## src/rtl/seven_seg_controller.sv

```systemverilog
// Four-digit seven-segment scanner with a frame-synchronous shadow buffer. Outputs are registered and change on the scan tick.
// Host writes are never stalled; a write is shown from the next frame boundary on.
module seven_seg_controller #(
  parameter int SCAN_DIV = 100000
) (
  input  logic        clk,
  input  logic        reset,
  input  logic        wr_en,
  input  logic [15:0] wr_data,
  input  logic [3:0]  wr_blank,
  input  logic [3:0]  wr_dp,
  input  logic        lz_en,
  output logic [3:0]  anode,
  output logic [6:0]  seg,
  output logic        dp,
  output logic        pending,
  output logic        applied,
  output logic        frame_start
);

  localparam int CW = (SCAN_DIV > 1) ? $clog2(SCAN_DIV) : 1;
  localparam logic [CW-1:0] CNT_MAX = CW'(SCAN_DIV - 1);

  typedef struct packed {
    logic [15:0] digits;
    logic [3:0]  blank;
    logic [3:0]  dp;
  } disp_buf_t;

  localparam disp_buf_t BUF_RST = '{digits: 16'h0000, blank: 4'hF, dp: 4'h0};

  logic [CW-1:0] cnt;
  logic [1:0]    idx;
  disp_buf_t     shadow_q;
  disp_buf_t     disp_q;

  logic          tick;
  logic          boundary;
  logic          commit;
  logic [1:0]    idx_nxt;
  disp_buf_t     src;
  logic [3:0]    dark;
  logic          higher_clear;
  logic [3:0]    cur_digit;
  logic [6:0]    font;
  logic [3:0]    anode_nxt;
  logic [6:0]    seg_nxt;
  logic          dp_nxt;

  always_comb begin
    tick     = (cnt == CNT_MAX);
    boundary = tick && (idx == 2'd3);
    commit   = boundary && pending;
    idx_nxt  = idx + 2'd1;
    // The first digit of a new frame must already see the freshly committed buffer.
    src      = commit ? shadow_q : disp_q;

    // Leading-zero suppression walks from the leftmost digit down; digit 0 is always shown.
    dark         = src.blank;
    higher_clear = 1'b1;
    for (int i = 3; i >= 1; i--) begin
      if (lz_en && (src.digits[4*i +: 4] == 4'h0) && higher_clear)
        dark[i] = 1'b1;
      higher_clear = higher_clear && ((src.digits[4*i +: 4] == 4'h0) || src.blank[i]);
    end

    cur_digit = src.digits[{idx_nxt, 2'b00} +: 4];
    case (cur_digit)
      4'h0:    font = 7'b1000000;
      4'h1:    font = 7'b1111001;
      4'h2:    font = 7'b0100100;
      4'h3:    font = 7'b0110000;
      4'h4:    font = 7'b0011001;
      4'h5:    font = 7'b0010010;
      4'h6:    font = 7'b0000010;
      4'h7:    font = 7'b1111000;
      4'h8:    font = 7'b0000000;
      4'h9:    font = 7'b0010000;
      4'hA:    font = 7'b0001000;
      4'hB:    font = 7'b0000011;
      4'hC:    font = 7'b1000110;
      4'hD:    font = 7'b0100001;
      4'hE:    font = 7'b0000110;
      default: font = 7'b0001110;
    endcase

    anode_nxt = ~(4'b0001 << idx_nxt);
    seg_nxt   = dark[idx_nxt] ? 7'b1111111 : font;
    dp_nxt    = dark[idx_nxt] | ~src.dp[idx_nxt];
  end

  always_ff @(posedge clk or posedge reset) begin
    if (reset) begin
      cnt         <= '0;
      idx         <= 2'd0;
      anode       <= 4'b1110;
      seg         <= 7'b1111111;
      dp          <= 1'b1;
      pending     <= 1'b0;
      applied     <= 1'b0;
      frame_start <= 1'b0;
      shadow_q    <= BUF_RST;
      disp_q      <= BUF_RST;
    end else begin
      cnt         <= tick ? '0 : cnt + 1'b1;
      applied     <= commit;
      frame_start <= boundary;
      if (tick) begin
        idx   <= idx_nxt;
        anode <= anode_nxt;
        seg   <= seg_nxt;
        dp    <= dp_nxt;
      end
      if (commit)
        disp_q <= shadow_q;
      // A write on the boundary cycle lands in the shadow and waits for the next frame.
      if (wr_en) begin
        shadow_q <= '{digits: wr_data, blank: wr_blank, dp: wr_dp};
        pending  <= 1'b1;
      end else if (boundary) begin
        pending  <= 1'b0;
      end
    end
  end

endmodule

```

## config.mk

```make
export PLATFORM = sky130hd
export DESIGN_NAME = seven_seg_controller
export DESIGN_NICKNAME = d
export VERILOG_FILES = /design/src/rtl/seven_seg_controller.sv
export SDC_FILE = /design/constraint.sdc
export NUM_CORES = 1
export LEC_CHECK = 0
export BUFFER_PORTS_ARGS = -buffer_cell sky130_fd_sc_hd__buf_2
export CAP_MARGIN = 15
export CORE_MARGIN = 5
export CORE_UTILIZATION = 30
export CTS_BUF_LIST = sky130_fd_sc_hd__clkbuf_8 sky130_fd_sc_hd__clkbuf_16
export CTS_CLUSTER_DIAMETER = 30
export CTS_CLUSTER_SIZE = 12
export DETAILED_ROUTE_END_ITERATION = 10
export HOLD_SLACK_MARGIN = 0.03
export PLACE_DENSITY = 0.54
export SLEW_MARGIN = 20
export SYNTH_ARGS = -nofsm -noshare
export SYNTH_HDL_FRONTEND = slang
export SYNTH_SLANG_ARGS = --single-unit
```

## constraint.sdc

```tcl
create_clock -name clk -period 3.4 [get_ports clk]
set_input_delay 0.34 -clock clk [delete_from_list [all_inputs] [get_ports clk]]
set_output_delay 0.34 -clock clk [all_outputs]
set_load 0.01 [all_outputs]
```

==> flow_metrics.py, run 1 <==
metrics = {
    "run_status": {
        "outcome": "complete, no violations",
    },
    "setup_path": {
        "path_max_fanout": 13,
        "critPathRequiredTime_ns": 3.63,
        "r2r_slack_ns": 0.14,
        "r2r_cells": 9,
        "r2r_start": "cnt[14]$_DFF_PP0_",
        "crit_slowest_cell": "or4bb_4",
        "cp-start-kind": "flip-flop",
        "crit_path_cell_trace": "or4bb_4 -> nor4_4 -> buf_4 -> nand3_2 -> buf_4 -> mux2_2 -> mux2_2 -> o32ai_2 -> a31oi_1",
        "cp_data_arrival_time_ns": 3.49,
        "timing.rr.end": "seg[5]$_DFFE_PP1N_",
        "end_kind": "flip-flop",
        "path_class": "flip-flop to flip-flop",
        "cpPeakStageDelay_ns": 0.59,
    },
    "clock_tree": {
        "clkTransAtPathRegs_ns": 0.06,
        "cts_num_sinks": 82,
        "cts_tree": "yes",
        "cts_buffers": 9,
        "h-tree-depth": 3,
        "cts-root-buf": "clkbuf_16",
        "clk_latency_ns": 0.33,
        "clockBufferDepth": 2,
    },
    "die": {
        "ios": 43,
        "fp.dieW_um": 125.3,
        "die_h_um": 125.3,
        "core.rowCount": 42,
        "start_util_pct": 30.37,
        "die_area_um2": 15710,
        "coreArea_um2": 13140,
    },
    "power_and_ir_drop": {
        "peakVddDrop_mv": 0.3175,
        "pwr-share-seq_pct": 51.8,
        "pwr-share-comb_pct": 4.1,
        "leakage_nw": 2.191,
        "p_int_mw": 1.561,
        "p_clk_share_pct": 44.2,
        "pwr_density_cell_nw_per_um2": 414.0,
        "p_sw_mw": 0.4402,
        "swShare_pct": 21.99,
    },
    "synthesis": {
        "synth_cells": 364,
        "yosysWarnings": 0,
        "seq_area_frac_synth_pct": 52.02,
        "async_flop_share_pct": 100.0,
        "ys_ff_latch": 82,
        "synthesis.area_um2": 3990,
        "synth_top_area_share_pct": 39.51,
        "synth_common_cells": "nand2_1, dfrtp_1, mux2_2",
        "postSynthAreaPerCell_um2": 10.96,
        "ys_types": 49,
        "synth.area.top_cells": "dfrtp_1, dfstp_2, mux2_2",
        "yosysMostFrequentCell": "nand2_1",
        "synth_edf_count": 0,
        "synth_ff_type": "dfrtp_1",
        "yosys.area.top_type": "dfrtp_1",
        "synth.net_count": 403,
    },
    "grt": {
        "grt_pass1_wl_um": 14570,
        "grt_max_degree": 45,
        "grt_pass1_vias": 2881,
        "grt_usage_pct": 11.42,
        "antenna_found_initial": 0,
        "grt.overflow.total": 0,
    },
    "drt": {
        "viasPerCell": 4.708,
        "dr.pass1.iters": 4,
        "wire_per_inst_um": 14.61,
        "num_vias": 2853,
        "drt_iter0_markers": 189,
        "drt_drc_violations_left": 0,
        "drt-total-wl_um": 8852,
        "ant_nets": 0,
    },
    "placed_design": {
        "place.gp.congestion": 0.8211,
        "place_area_um2": 4501,
        "dp_hpwl_um": 6404,
        "io_buffers": 42,
        "dp_cells": 584,
    },
    "timing": {
        "hold_viol": 0,
        "tightestPinTransition_ns": 0.7450,
        "period_needed_ns": 3.261,
        "clock.fmax_mhz": 306.7,
        "period_share_pct": 95.90,
        "setup-violations-final": 0,
        "drv_slew": 0,
        "skew_ns": 0.01015,
        "slew_headroom_pct": 50.28,
    },
    "finish": {
        "fin_area_um2": 4835,
        "nets": 464,
        "fill_cells": 1336,
        "regArea_um2": 2076,
        "multi_input_area_um2": 1836,
        "syn_to_final_growth_pct": 21.17,
        "final_layout_size_suffix_gt1_share_pct": 33.95,
        "finalNonFillerCells": 606,
        "n_antenna_cell": 0,
    },
    "run": {
        "cap_viol_max_count": 0,
    },
    "worst_hold_path": {
        "min_path_type": "input pin to asynchronous set/reset pin",
    },
}
-- routing by layer --
| metal | global-route usage [%] | up-vias | part of all wire, % |
|---|---|---|---|
| met4 | 2.870 | 0 | 1.0 |
| met2 | 18.25 | 52 | 48 |
| met5 | 0 | - | 0 |
| met1 | 15.39 | 1402 | 47 |
| met3 | 3.241 | 7 | 4.0 |
| li1 | - | 1392 | - |
-- final cells by class --
type	instances	share of cell area, %
Multi-Input combinational cell	258	37.97
Tap cell	176	4.555
Sequential cell	82	42.93
Inverter	9	0.7246
Clock inverter	6	0.6988
Clock buffer	10	4.943
Timing Repair Buffer	65	8.178
-- cells in the final DEF, fill, tap and decap left out, types with 8 or more instances in the layout --
| cell | n |
|---|---|
| inv_1 | 9 |
| mux2i_1 | 10 |
| clkbuf_16 | 9 |
| nand2_1 | 81 |
| buf_4 | 22 |
| ha_1 | 10 |
| xor2_1 | 8 |
| o21ai_0 | 11 |
| nor4_1 | 8 |
| dfstp_2 | 19 |
| buf_2 | 42 |
| xnor2_1 | 8 |
| mux2_2 | 27 |
| nor2_1 | 25 |
| dfrtp_1 | 63 |
| mux4_2 | 9 |
-- worst max-delay path by stage --
stage / start / endpoint / slack (ns) / cells past startpoint
3_5_place_dp: cnt[8]$_DFF_PP0_ / seg[3]$_DFFE_PP1N_ / 0.04 / 11
5_1_grt: cnt[14]$_DFF_PP0_ / seg[3]$_DFFE_PP1N_ / -0.003 / 12
4_1_cts: cnt[8]$_DFF_PP0_ / seg[3]$_DFFE_PP1N_ / 0.02 / 11
6_report: cnt[14]$_DFF_PP0_ / seg[5]$_DFFE_PP1N_ / 0.14 / 9
3_3_place_gp: cnt[8]$_DFF_PP0_ / seg[3]$_DFFE_PP1N_ / 0.10 / 11
2_1_floorplan: idx[0]$_DFFE_PP0N_ / seg[0]$_DFFE_PP1N_ / 0.09 / 13
-- state kept, by name (all words and copies together), names as in the netlist --
register	cells
anode	4
idx	2
cnt	17
pending	1
seg	7
dp	1
applied	1
frame_start	1
shadow_q	24
disp_q	24
-- stage by stage --
| step | util, % | hold WS [ns] | power (mW) | setup slack (ns) | TNS [ns] |
|---|---|---|---|---|---|
| 2_1_floorplan | - | 0.4293 | 1.098 | 0.09365 | 0 |
| 6_report | 36.80 | 0.1101 | 2.002 | 0.1395 | 0 |
| 5_1_grt | 36.80 | 0.1809 | 2.086 | -0.002949 | -0.002949 |
| 4_1_cts | 36.33 | 0.1352 | 2.039 | 0.01678 | 0 |
| 3_5_place_dp | 34.26 | 0.4543 | 1.139 | 0.04317 | 0 |
| 3_3_place_gp | 34.26 | 0.4420 | 1.135 | 0.1011 | 0 |
-- cells by family after synthesis --
group	synth area share, %
and+or+nand+nor	17.78
DFF	52.02
muxes	15.58
AOI/OAI and AO/OA	5.018
buffers and inverters	2.634
xor gates and xnor gates	3.512
adders and majority gates	3.449
-- power by group through the flow --
stage	logic, mW	clock network [mW]	registers [mW]
6_report	0.0812	0.884	1.04
3_5_place_dp	0.0847	0	1.05
5_1_grt	0.0928	0.953	1.04
4_1_cts	0.0851	0.917	1.04
2_1_floorplan	0.0565	0	1.04
3_3_place_gp	0.0826	0	1.05
-- critical path, delay by kind of cell (launching register included) --
kind | cells | cell delay, ns
and+or+nand+nor | 3 | 1.10
AOI/OAI and AO/OA | 2 | 0.60
muxes | 2 | 0.60
buffers and inverters | 2 | 0.44
DFF | 1 | 0.43
-- timing repair --
| action | 4_1_cts | 5_1_grt |
|---|---|---|
| resized for setup | 0 | 3 |
| setup buffers | 0 | 5 |
| hold buffers | 0 | 0 |
| endpoints found under the setup margin | 0 | 7 |
Note: power is estimated with default switching activity, not from simulation.
==> run 2: changes to the inputs <==
--- a/config.mk
+++ b/config.mk
@@ -13,7 +13,7 @@
 export CTS_CLUSTER_DIAMETER = 30
 export CTS_CLUSTER_SIZE = 12
 export DETAILED_ROUTE_END_ITERATION = 10
-export HOLD_SLACK_MARGIN = 0.03
+export HOLD_SLACK_MARGIN = 0.15
 export PLACE_DENSITY = 0.54
 export SLEW_MARGIN = 20
 export SYNTH_ARGS = -nofsm -noshare
==> flow_metrics.py, run 2 (synthesized netlist as in run 1, its figures left out) <==
metrics = {
    "placed_design": {
        "place.gp.congestion": 0.8211,
        "place_area_um2": 4501,
        "pre_cts_slack_ns": 0.04317,
        "io_buffers": 42,
        "dp_cells": 584,
        "dp_hpwl_um": 6404,
    },
    "drt": {
        "drt-total-wl_um": 8838,
        "drt_iter0_markers": 211,
        "dr.pass1.iters": 4,
        "drt_drc_violations_left": 0,
        "ant_nets": 0,
        "viasPerCell": 4.699,
        "num_vias": 2852,
        "wire_per_inst_um": 14.56,
    },
    "finish": {
        "nets": 465,
        "syn_to_final_growth_pct": 21.42,
        "fin_area_um2": 4845,
        "finalNonFillerCells": 607,
        "top_regs": "disp_q (24), shadow_q (24), cnt (17)",
        "final_common_cell": "nand2_1",
        "n_antenna_cell": 0,
        "fin_util_pct": 36.88,
        "final_cell_mix": "nand2_1, dfrtp_1, buf_2, mux2_2, nor2_1",
        "fill_cells": 1335,
        "final_layout_size_suffix_gt1_share_pct": 33.87,
    },
    "timing": {
        "slew_headroom_pct": 50.21,
        "tightestPinTransition_ns": 0.7460,
        "hold_viol": 0,
        "whs_ns": 0.2351,
        "skew_ns": 0.01021,
        "tns_ns": 0,
        "clock.fmax_mhz": 306.8,
        "period_needed_ns": 3.259,
        "drv_slew": 0,
        "period_share_pct": 95.85,
        "setup_ws_ns": 0.1410,
        "setup-violations-final": 0,
    },
    "die": {
        "fp.dieW_um": 125.3,
        "die_h_um": 125.3,
        "ios": 43,
        "die_area_um2": 15710,
        "coreArea_um2": 13140,
        "core.rowCount": 42,
        "start_util_pct": 30.37,
    },
    "grt": {
        "antenna_found_initial": 0,
        "grt.overflow.total": 0,
        "grt_usage_pct": 11.43,
        "grt_pass1_wl_um": 14570,
        "grt_pass1_vias": 2885,
        "grt_max_degree": 45,
    },
    "clock_tree": {
        "cts_num_sinks": 82,
        "cts-root-buf": "clkbuf_16",
        "cts_buffers": 9,
        "clk_latency_ns": 0.33,
        "clockBufferDepth": 2,
        "h-tree-depth": 3,
        "cts_tree": "yes",
        "clkTransAtPathRegs_ns": 0.06,
    },
    "setup_path": {
        "crit_path_cell_trace": "or4bb_4 -> nor4_4 -> buf_4 -> nand3_2 -> buf_4 -> mux2_2 -> mux2_2 -> o32ai_2 -> a31oi_1",
        "timing.rr.end": "seg[5]$_DFFE_PP1N_",
        "path_max_fanout": 13,
        "critPathRequiredTime_ns": 3.63,
        "r2r_cells": 9,
        "cpPeakStageDelay_ns": 0.59,
        "path_class": "flip-flop to flip-flop",
        "crit_slowest_cell": "or4bb_4",
        "cp-start-kind": "flip-flop",
        "cp_data_arrival_time_ns": 3.49,
        "r2r_slack_ns": 0.14,
        "r2r_start": "cnt[14]$_DFF_PP0_",
        "end_kind": "flip-flop",
    },
    "power_and_ir_drop": {
        "peakVddDrop_mv": 0.3177,
        "pwr_density_cell_nw_per_um2": 413.1,
        "power_mw": 2.001,
        "leakage_nw": 2.195,
    },
    "worst_hold_path": {
        "worstHoldPathCells": 2,
        "worstHoldStart": "wr_data[7]",
        "hold-path-endpoint": "shadow_q[15]$_DFFE_PP0P_",
        "min_path_type": "input pin to flip-flop",
    },
    "run": {
        "cap_viol_max_count": 0,
    },
    "run_status": {
        "outcome": "complete, no violations",
    },
}
==> run 2: area by class of cell <==
cell class | count | area (µm²) | area share (%)
flip-flops and latches | 82 | 2076 | 42.85
well taps | 176 | 220.2 | 4.545
multi-input cells | 258 | 1836 | 37.89
clock inverters | 6 | 33.78 | 0.6973
repair buffers | 66 | 405.4 | 8.368
clock buffers | 10 | 239.0 | 4.933
inverters | 9 | 35.03 | 0.7231
==> run 2: how the worst max path moves through the flow <==
stage / startpoint / end / slack, ns / depth (start not counted)
floorplan: idx[0]$_DFFE_PP0N_ / seg[0]$_DFFE_PP1N_ / 0.09 / 13
global placement: cnt[8]$_DFF_PP0_ / seg[3]$_DFFE_PP1N_ / 0.10 / 11
detailed placement: cnt[8]$_DFF_PP0_ / seg[3]$_DFFE_PP1N_ / 0.04 / 11
CTS: cnt[8]$_DFF_PP0_ / seg[3]$_DFFE_PP1N_ / 0.02 / 11
global route: cnt[14]$_DFF_PP0_ / seg[3]$_DFFE_PP1N_ / -0.003 / 12
finish: cnt[14]$_DFF_PP0_ / seg[5]$_DFFE_PP1N_ / 0.14 / 9
==> run 2: critical path: cells and delay by family (launching register included) <==
family / cells / cell delay [ns]
muxes: 2 / 0.60
DFF: 1 / 0.43
buffers and inverters: 2 / 0.43
AOI/OAI and AO/OA: 2 / 0.60
and+or+nand+nor: 3 / 1.10
==> run 2: per-layer routing <==
metal	up-vias	track usage, %	wire, µm
li1	1395	-	-
met5	-	0	0
met4	0	2.870	50
met2	47	18.25	4357
met3	4	3.241	267
met1	1406	15.42	4162
==> run 2: where the power goes <==
group | internal, mW | switching [mW]
registers | 1.01 | 0.0264
clock network | 0.509 | 0.375
logic | 0.0438 | 0.0383
total | 1.56 | 0.439
==> run 2: what timing repair did <==
| item | in CTS | in global routing |
|---|---|---|
| resized for setup | 0 | 3 |
| endpoints found under the setup margin | 0 | 7 |
| buffers inserted | 0 | 5 |
| hold buffers | 1 | 0 |
| endpoints found under the hold margin | 36 | 0 |
==> run 3: changes to the inputs <==
--- a/config.mk
+++ b/config.mk
@@ -5,7 +5,7 @@
 export SDC_FILE = /design/constraint.sdc
 export NUM_CORES = 1
 export LEC_CHECK = 0
-export BUFFER_PORTS_ARGS = -buffer_cell sky130_fd_sc_hd__buf_2
+export BUFFER_PORTS_ARGS = -buffer_cell sky130_fd_sc_hd__buf_4
 export CAP_MARGIN = 15
 export CORE_MARGIN = 5
 export CORE_UTILIZATION = 30
==> flow_metrics.py, run 3 (synthesized netlist as in run 1, its figures left out) <==
metrics = {
    "die": {
        "ios": 43,
        "die_area_um2": 15710,
        "fp.dieW_um": 125.3,
        "coreArea_um2": 13140,
        "die_h_um": 125.3,
        "start_util_pct": 30.37,
        "core.rowCount": 42,
    },
    "setup_path": {
        "path_class": "flip-flop to flip-flop",
        "cp_data_arrival_time_ns": 3.48,
        "critPathRequiredTime_ns": 3.68,
        "crit_buf_inv": 4,
        "crit_cells": 13,
        "end_kind": "flip-flop",
        "crit_slowest_cell": "or4bb_4",
        "crit_path_cell_trace": "or4bb_4 -> nor4_4 -> buf_4 -> nand3_4 -> buf_4 -> mux4_2 -> mux2i_1 -> buf_4 -> ha_1 -> inv_1 -> mux2i_1 -> mux2_2 -> a21oi_1",
        "path_max_fanout": 7,
        "cpPeakStageDelay_ns": 0.57,
        "r2r_cells": 13,
        "cp-start-kind": "flip-flop",
        "cp_top_family": "simple AND/OR/NAND/NOR gates",
        "cp_common_cell": "buf_4",
    },
    "drt": {
        "ant_nets": 0,
        "dr.pass1.iters": 4,
        "wire_per_inst_um": 15.05,
        "drt-total-wl_um": 9088,
        "viasPerCell": 4.820,
        "drt_iter0_markers": 208,
        "drt_drc_violations_left": 0,
        "num_vias": 2911,
    },
    "timing": {
        "period_share_pct": 94.25,
        "period_needed_ns": 3.205,
        "tns_ns": 0,
        "skew_ns": 0.006456,
        "clock.fmax_mhz": 312.0,
        "rsz0062_at_grt": "false",
        "hold_viol": 0,
        "setup-violations-final": 0,
        "whs_ns": 0.2216,
        "drv_slew": 0,
        "slew_headroom_pct": 46.93,
        "tightestPinTransition_ns": 0.7961,
    },
    "clock_tree": {
        "cts_tree": "yes",
        "clockBufferDepth": 2,
        "clkTransAtPathRegs_ns": 0.06,
        "cts-root-buf": "clkbuf_16",
        "h-tree-depth": 3,
        "cts_buffers": 9,
        "cts_num_sinks": 82,
        "clk_latency_ns": 0.35,
    },
    "run": {
        "cap_viol_max_count": 0,
    },
    "grt": {
        "grt_pass1_vias": 3000,
        "use_met3_pct": 3.284,
        "grt.overflow.total": 0,
        "met1_usage_pct": 15.32,
        "grt_max_degree": 46,
        "antenna_found_initial": 0,
        "grt_pass1_wl_um": 15270,
        "grtUsageMet2_pct": 19.74,
        "grt.busiest_layer": "met2",
        "grt_usage_pct": 12.21,
    },
    "finish": {
        "top_regs": "disp_q (24), shadow_q (24), cnt (17)",
        "n_antenna_cell": 0,
        "final_layout_size_suffix_gt1_share_pct": 34.11,
        "syn_to_final_growth_pct": 24.62,
        "multi_input_area_um2": 1846,
        "final_cell_mix": "nand2_1, dfrtp_1, buf_4, mux2_2, nor2_1",
        "regArea_um2": 2077,
        "final_common_cell": "nand2_1",
        "nets": 462,
        "fill_cells": 1339,
    },
    "placed_design": {
        "io_buffers": 42,
        "place.gp.congestion": 0.8148,
        "dp_hpwl_um": 6422,
    },
    "power_and_ir_drop": {
        "leakage_nw": 2.231,
        "pwr_density_cell_nw_per_um2": 427.1,
        "peakVddDrop_mv": 0.2110,
    },
    "worst_hold_path": {
        "min_path_type": "input pin to flip-flop",
        "worstHoldPathCells": 2,
    },
    "run_status": {
        "outcome": "complete, no violations",
    },
}
[run 3: worst paths after layout]
path	from	endpoint	slack [ns]
min in group asynchronous	reset	shadow_q[1]$_DFFE_PP0P_	0.67
hold / removal	wr_data[10]	shadow_q[18]$_DFFE_PP0P_	0.22
hold reg to reg	disp_q[5]$_DFF_PP1_	disp_q[5]$_DFF_PP1_	0.46
setup reg to reg	cnt[14]$_DFF_PP0_	seg[3]$_DFFE_PP1N_	0.20
setup / recovery	cnt[14]$_DFF_PP0_	seg[3]$_DFFE_PP1N_	0.20
max in group asynchronous	reset	seg[3]$_DFFE_PP1N_	1.80
[run 3: per-layer routing]
layer,routed length (µm),vias to the layer above,part of all wire (%)
li1,-,1388,-
met1,3981,1445,44
met2,4495,62,49
met3,402,16,4.4
met4,208,0,2.3
met5,0,-,0
[run 3: what timing repair did]
item / 4_1_cts / 5_1_grt
hold buffers: 1 / 0
buffers inserted: 0 / 4
hold endpoints to repair: 1 / 0
gates resized for setup: 0 / 7
setup endpoints to repair: 0 / 6
[run 3: area by class of cell]
class	instances	area share, %
repair buffers	63	9.814
clock inverters	5	1.082
inverters	9	0.7046
multi-input cells	258	37.12
well taps	176	4.429
clock buffers	11	5.083
flip-flops and latches	82	41.77
[run 3: power by group]
group	total (mW)	switching [mW]	leakage [nW]	internal [mW]
sequential	1.04	0.0260	1.01	1.01
clock	0.997	0.393	0.149	0.605
combinational	0.0911	0.0387	1.07	0.0524
[run 3: through the flow]
stage / util [%] / instance area, µm² / power [mW] / cells / setup slack, ns
final: 37.85 / 4972 / 2.124 / 604 / 0.1953
after global routing: 37.85 / 4972 / 2.209 / 604 / 0.009849
after CTS: 37.35 / 4907 / 2.163 / 599 / 0.06066
after detailed placement: 34.94 / 4591 / 1.148 / 582 / 0.08656
after global placement: 34.94 / 4591 / 1.144 / 582 / 0.1139
after floorplan: - / 3991 / 1.098 / 364 / 0.09365
